==> src/rtl/fetch_ctrl.sv <==
// fetch_ctrl: instruction-fetch sequencer for the 16-bit TSC pipeline.
// Owns the PC, issues word-addressed reads to instruction memory and
// feeds the IR with exactly one instruction or one nop bubble per cycle.
// It absorbs memory wait states, decode stalls and branch/jump redirects.
module fetch_ctrl #(
  parameter int                   WORD_SIZE = 16,
  parameter logic [WORD_SIZE-1:0] RESET_PC  = '0
) (
  input  logic                 clk,
  input  logic                 reset,
  input  logic                 stall,
  input  logic                 flush,
  input  logic [WORD_SIZE-1:0] flush_target,
  output logic                 i_readM,
  output logic [WORD_SIZE-1:0] i_address,
  input  logic [WORD_SIZE-1:0] i_data,
  input  logic                 i_ready,
  output logic                 ir_write,
  output logic                 ir_nop,
  output logic [WORD_SIZE-1:0] ir_data,
  output logic [WORD_SIZE-1:0] ir_pc,
  output logic [WORD_SIZE-1:0] num_inst
);

  typedef enum logic [1:0] {
    FETCH,
    HOLD,
    REDIRECT
  } state_t;

  localparam logic [WORD_SIZE-1:0] ONE = WORD_SIZE'(1);

  state_t               state;
  logic [WORD_SIZE-1:0] pc;
  logic [WORD_SIZE-1:0] hold_buf;

  assign i_address = pc;
  assign ir_pc     = pc;

  // Decode the memory request and IR controls from the current state and inputs;
  // reset and flush both force a bubble and drop whatever the memory returns.
  always_comb begin
    i_readM  = 1'b0;
    ir_write = 1'b0;
    ir_nop   = 1'b0;
    ir_data  = i_data;
    if (reset) begin
      ir_nop = 1'b1;
    end else if (flush) begin
      ir_nop = 1'b1;
    end else begin
      unique case (state)
        FETCH: begin
          i_readM = 1'b1;
          if (i_ready && !stall) begin
            ir_write = 1'b1;
          end else begin
            ir_nop = !stall;
          end
        end
        HOLD: begin
          ir_data = hold_buf;
          if (!stall) begin
            ir_write = 1'b1;
          end
        end
        REDIRECT: begin
          ir_nop = 1'b1;
        end
        default: begin
          ir_nop = 1'b1;
        end
      endcase
    end
  end

  // Advance PC, state, the parked word and the delivered-instruction count.
  always_ff @(posedge clk) begin
    if (reset) begin
      state    <= FETCH;
      pc       <= RESET_PC;
      num_inst <= '0;
      hold_buf <= '0;
    end else if (flush) begin
      pc    <= flush_target;
      state <= REDIRECT;
    end else begin
      unique case (state)
        FETCH: begin
          if (i_ready) begin
            if (!stall) begin
              pc       <= pc + ONE;
              num_inst <= num_inst + ONE;
            end else begin
              hold_buf <= i_data;
              state    <= HOLD;
            end
          end
        end
        HOLD: begin
          if (!stall) begin
            pc       <= pc + ONE;
            num_inst <= num_inst + ONE;
            state    <= FETCH;
          end
        end
        REDIRECT: begin
          state <= FETCH;
        end
        default: begin
          state <= FETCH;
        end
      endcase
    end
  end

endmodule

==> config.mk <==
export PLATFORM = sky130hd
export DESIGN_NAME = fetch_ctrl
export DESIGN_NICKNAME = d
export VERILOG_FILES = /design/src/rtl/fetch_ctrl.sv
export SDC_FILE = /design/constraint.sdc
export NUM_CORES = 1
export LEC_CHECK = 0
export CAP_MARGIN = 20
export CORE_MARGIN = 4
export CORE_UTILIZATION = 39
export CTS_CLUSTER_DIAMETER = 150
export DETAILED_ROUTE_END_ITERATION = 8
export GPL_TIMING_DRIVEN = 0
export PLACE_DENSITY = 0.76
export SYNTH_ARGS = -nofsm -noshare
export SYNTH_HDL_FRONTEND = slang
export SYNTH_SLANG_ARGS = --single-unit
==> constraint.sdc <==
create_clock -name clk -period 2.1 [get_ports clk]
set_clock_uncertainty 0.1 [all_clocks]
set_input_delay 0.21 -clock clk [delete_from_list [all_inputs] [get_ports clk]]
set_output_delay 0.21 -clock clk [all_outputs]
set_load 0.005 [all_outputs]
* Yosys cells after proc, flatten, opt, wreduce, memory -nomap -nowiden
Index checks and enable logic that the tools add are counted.
** Cells by class
- Add/subtract/negate cells :: 2
- Eq/ne operators :: 7
- Mux-type cells :: 27
- Bitwise gates (word level) :: 1
- Reduce and logical (&&, ||, !) cells :: 11
** Operators with widths (number)
- two-way mux 16 bit :: 8
- case mux 16 bit (2 select lines) :: 2
- adder 16 x 1 -> 16 bit, second input constant :: 2
- two-way mux 1 bit :: 10
- != test 3 bit, second input constant :: 3
- AND reduction 3 bit :: 3
- two-way mux 2 bit :: 4
- != test 2 bit, second input constant :: 3
- case mux 1 bit (2 select lines) :: 2
- case mux 2 bit (2 select lines) :: 1
- AND reduction 4 bit :: 1
- nonzero test 3 bit :: 1
- equality test 2 x 1 -> 1 bit, second input constant :: 1
- zero test 2 bit :: 1
- AND reduction 2 bit :: 1
- nonzero test 2 bit :: 1
- OR reduction 2 bit :: 1
- logical AND 1 bit :: 1
- zero test 1 bit :: 1
- NOT 1 bit :: 1
** Word-level totals
- Flip-flop bits (word level) :: 50
- Bits of input ports :: 37
- Logic and storage cells :: 53

* Logic depth before layout (Yosys ltp)
- Depth after elaboration :: 6
- Depth in mapped cells :: 7
- Mapped depth without buffers :: 5

* Least setup slack after synthesis
OpenSTA, ideal clock, no wires.
- Kind :: reg2out
- From :: register state[1]
- To :: output port ir_data[10]
- Arrival :: 1743 ps
- Data required time :: 1790 ps
- Slack :: 47 ps
- Stages on the path, launching flop included :: 8
- Path buffers :: 3
- Cells stage by stage :: dfxtp_1 > buf_6 > or2_4 > nor2_1 > and2_1 > clkbuf_1 > buf_2 > mux2_2
** Between the ends
- Cells in the longest elaborated chain, start to end :: 4
** RTL lines
- start, declared :: line 33 : state_t state;
- start signal, assigned :: line 80 : state <= FETCH;
- start signal, assigned :: line 86 : state <= REDIRECT;
- start signal, assigned :: line 96 : state <= HOLD;
- equality test 2 x 1 -> 1 bit :: line 52 : unique case (state)
- two-way mux 16 bit :: line 52
- two-way mux 16 bit :: line 49 : end else if (flush) begin
- two-way mux 16 bit :: line 47 : if (reset) begin
- end, declared :: line 20 : output logic [WORD_SIZE-1:0] ir_data,
No other way between the ends.

* Worst setup path after layout
- From :: register state[1]
- To :: output port ir_data[13]
Same word-level chain as after synthesis.

==> results by group <==
Outcome
  • Failing checks: setup timing
  • Outcome: complete, but fails checks

Drt
  • Met3 routed WL: 346 um
  • Metal-1 WL: 3.686 mm
  • Detail Route Antenna Nets: 0
  • # DRC: 0
  • Met2 wire length: 4.042 mm
  • DRT Wirelength: 8.190 mm
  • Top sig layer: met4
  • Vias after detailed routing: 2,770
  • DR pass1 iterations: 4
  • Iteration-0 DRC Markers: 131
  • Routed len/inst: 15.72 um
  • Via/cell ratio: 5.317

Finish
  • Layout net count: 482
  • Area of the multi-input gates: 0.001495 mm2
  • Fin cells: 521
  • Layout cell share with drive strength beyond 1: 0.2320
  • Most frequent cells in the layout: 82 x clkdlybuf4s50_1, 45 x nand2_1, 40 x dfxtp_1, 26 x nor2_1, 26 x buf_4
  • ANT cells: 0
  • Fillers: 551
  • Most common library cell in the layout ignoring fill and taps: clkdlybuf4s50_1
  • Area Growth Syn to Fin: 59.07%
  • Post-route cell area: 0.004182 mm2
  • Final core utilization: 0.6474
  • Reg area: 0.001026 mm2

Power
  • Power density over cell area: 543.0 mW/mm2
  • LEAKAGE: 1.507 nW
  • Worst IR drop on VDD: 0.3524 mV

Timing
  • Final period utilization: 1.012
  • Setup-failing EPs final: 14
  • Max transition margin: 0.5739
  • Hold Violations, Final: 0
  • Final min period: 2.125 ns
  • Setup WS post-layout: -0.02451 ns
  • Min Hold Slack: 0.2911 ns
  • RSZ-0062 raised after global routing: true
  • Max Freq: 0.4707 GHz
  • Slew Limit Fails: 0
  • Worst-Margin Slew: 0.6392 ns

Global route
  • Pin count of the biggest net entering global routing: 17
  • First-pass GRT wire length: 13.06 mm
  • Gr ovfl total: 0
  • Vias in the first global route: 2,586
  • GRT Overall Usage: 0.1945
  • Initial antenna violation count: 0

CTS
  • CTS clk-pin slew, worst paths: 0.10 ns
  • Root Buffer: clkbuf_8
  • Max Root-Sink Buffers: 2
  • H-tree depth: 2
  • Num CTS Buffers: 5
  • Clock Latency Late Sink: 0.31 ns
  • CTS tree: yes
  • # clock sinks: 50
  • Hold buffers post-CTS: 0

Worst setup path
  • Flop-to-flop setup slack: 0.01 ns
  • Worst r2r path cells: 5
  • Crit path launch type: flop
  • Critical path required time: 1.79 ns
  • R2R Path Start: state[1]
  • CP Capture Type: primary output
  • Crit path DAT: 1.81 ns
  • CP max FO: 5
  • Crit path kind: flop to primary output
  • Reg2reg end: num_inst[13]

Floorplanning
  • # IOs: 104
  • Starting density of the core: 0.4070
  • Die height: 90.10 um
  • Row count: 29
  • Core region area: 0.006459 mm2
  • DIE AREA: 0.008118 mm2
  • Die extent in x: 90.10 um

Min path
  • Hold Path Stages: 2
  • Worst hold endpoint: i_address[15]
  • Hold Crit Start: reset
  • Min-Delay Path Class: input pin to flop

Placed design
  • Hpwl dp: 5.708 mm
  • Cell count after placement: 503
  • Post-Place Cell Area: 0.003746 mm2
  • Routability cong.: 0.8518
  • Port Buffers: 102

Synthesis
  • FF+latch count, synth: 50
  • Cell count after synthesis: 324
  • Post-synthesis area per instance: 8.113 um2
  • YS warnings: 0
  • Synthesized net count: 363
  • Synth cell types: 36
  • Post-synthesis sequential area ratio: 0.3808
  • Post-synthesis cell area: 0.002629 mm2

Job
  • Max cap viols: 0
-- worst max-delay path, stage by stage, from the launching register on --
cell and delay, ns:
dfxtp_4 0.35, or2_4 0.27, nor2_4 0.10, and2_4 0.21
buf_8 0.14, mux2_4 0.31, buf_6 0.12
-- how the worst max path moves through the flow --
stage / cells after the start / from / slack, ns / endpoint
3_3_place_gp: 8 / flush / -0.89 / ir_data[13]
6_report: 6 / state[1] / -0.02 / ir_data[13]
3_5_place_dp: 8 / flush / -0.91 / ir_data[9]
2_1_floorplan: 7 / state[1] / 0.05 / ir_data[10]
4_1_cts: 7 / state[1] / -0.08 / ir_data[13]
5_1_grt: 6 / state[1] / -0.08 / ir_data[1]
-- stage by stage --
| step | TNS (ns) | setup slack (ns) | power [mW] |
|---|---|---|---|
| floorplan | 0 | 0.04654 | 1.192 |
| CTS | -1.197 | -0.08416 | 2.251 |
| detailed placement | -23.44 | -0.9086 | 1.428 |
| global route | -1.085 | -0.07550 | 2.361 |
| finish | -0.1770 | -0.02451 | 2.271 |
| global placement | -21.95 | -0.8879 | 1.422 |
-- registers in the layout, indices dropped and copies added (netlist names) --
name,count
num_inst,16
state,2
hold_buf,16
i_address,16
-- cells in the mapped netlist --
| library cell | count | area share |
|---|---|---|
| inv_1 | 9 | 0.013 |
| o41ai_1 | 1 | 0.0033 |
| a31oi_1 | 1 | 0.0024 |
| buf_6 | 1 | 0.0043 |
| o31ai_1 | 9 | 0.026 |
| xor2_1 | 1 | 0.0033 |
| or2_4 | 1 | 0.0033 |
| or3_1 | 9 | 0.021 |
| and4_1 | 1 | 0.0033 |
| clkbuf_1 | 14 | 0.020 |
| ha_1 | 2 | 0.0095 |
| nand2_1 | 45 | 0.064 |
| nand4_1 | 6 | 0.014 |
| xnor2_1 | 11 | 0.037 |
| nand3_1 | 9 | 0.017 |
| a21oi_1 | 27 | 0.051 |
| nor3_1 | 6 | 0.011 |
| nor2_1 | 27 | 0.039 |
| buf_1 | 1 | 0.0014 |
| o21ai_0 | 9 | 0.017 |
| dfxtp_1 | 50 | 0.38 |
| a211oi_1 | 6 | 0.017 |
| buf_4 | 16 | 0.046 |
| nor4_1 | 6 | 0.014 |
| nor4b_1 | 1 | 0.0033 |
| or2_2 | 4 | 0.0095 |
| nand4b_1 | 2 | 0.0067 |
| a311oi_1 | 8 | 0.027 |
| mux2_2 | 16 | 0.069 |
| o21bai_1 | 1 | 0.0029 |
| buf_2 | 6 | 0.011 |
| and3_1 | 1 | 0.0024 |
| o31a_1 | 2 | 0.0067 |
| or4_1 | 12 | 0.034 |
| and2_1 | 2 | 0.0048 |
| o221ai_1 | 1 | 0.0033 |
-- repair_timing --
action,4_1_cts,5_1_grt
hold endpoints to repair,0,0
setup buffers,8,6
resized for setup,109,42
setup endpoints to repair,38,28
cloned,1,0
pin swaps,3,3
-- final cells by class --
| class | count | share of cell area |
|---|---|---|
| plain buffers | 35 | 0.05266 |
| clock buffers | 5 | 0.01646 |
| clock inverters | 3 | 0.01646 |
| inverters | 9 | 0.008079 |
| multi-input cells | 227 | 0.3576 |
| flip-flops and latches | 50 | 0.2454 |
| well taps | 77 | 0.02304 |
| repair buffers | 115 | 0.2804 |
-- per-layer routing --
metal,vias to the layer above,global-route usage
met5,-,0
met3,8,0.02922
met2,60,0.3174
met4,0,0.05612
li1,1379,-
met1,1323,0.2662
-- cells by family after synthesis --
kind of cell	count (synthesis)	share of synthesized area
AOI/OAI and AO/OA	65	0.1566
adders and majority gates	2	0.009518
and+or+nand+nor	132	0.2489
xor gates and xnor gates	12	0.03998
buffers and inverters	47	0.09567
muxes	16	0.06854
DFF	50	0.3808
-- power breakdown --
| part | leakage, nW | switching [mW] | internal (mW) |
|---|---|---|---|
| clock | 0.0683 | 0.345 | 0.477 |
| sequential | 0.413 | 0.0434 | 0.980 |
| combinational | 1.03 | 0.155 | 0.269 |
No activity file was read; power rests on OpenSTA's default activity.
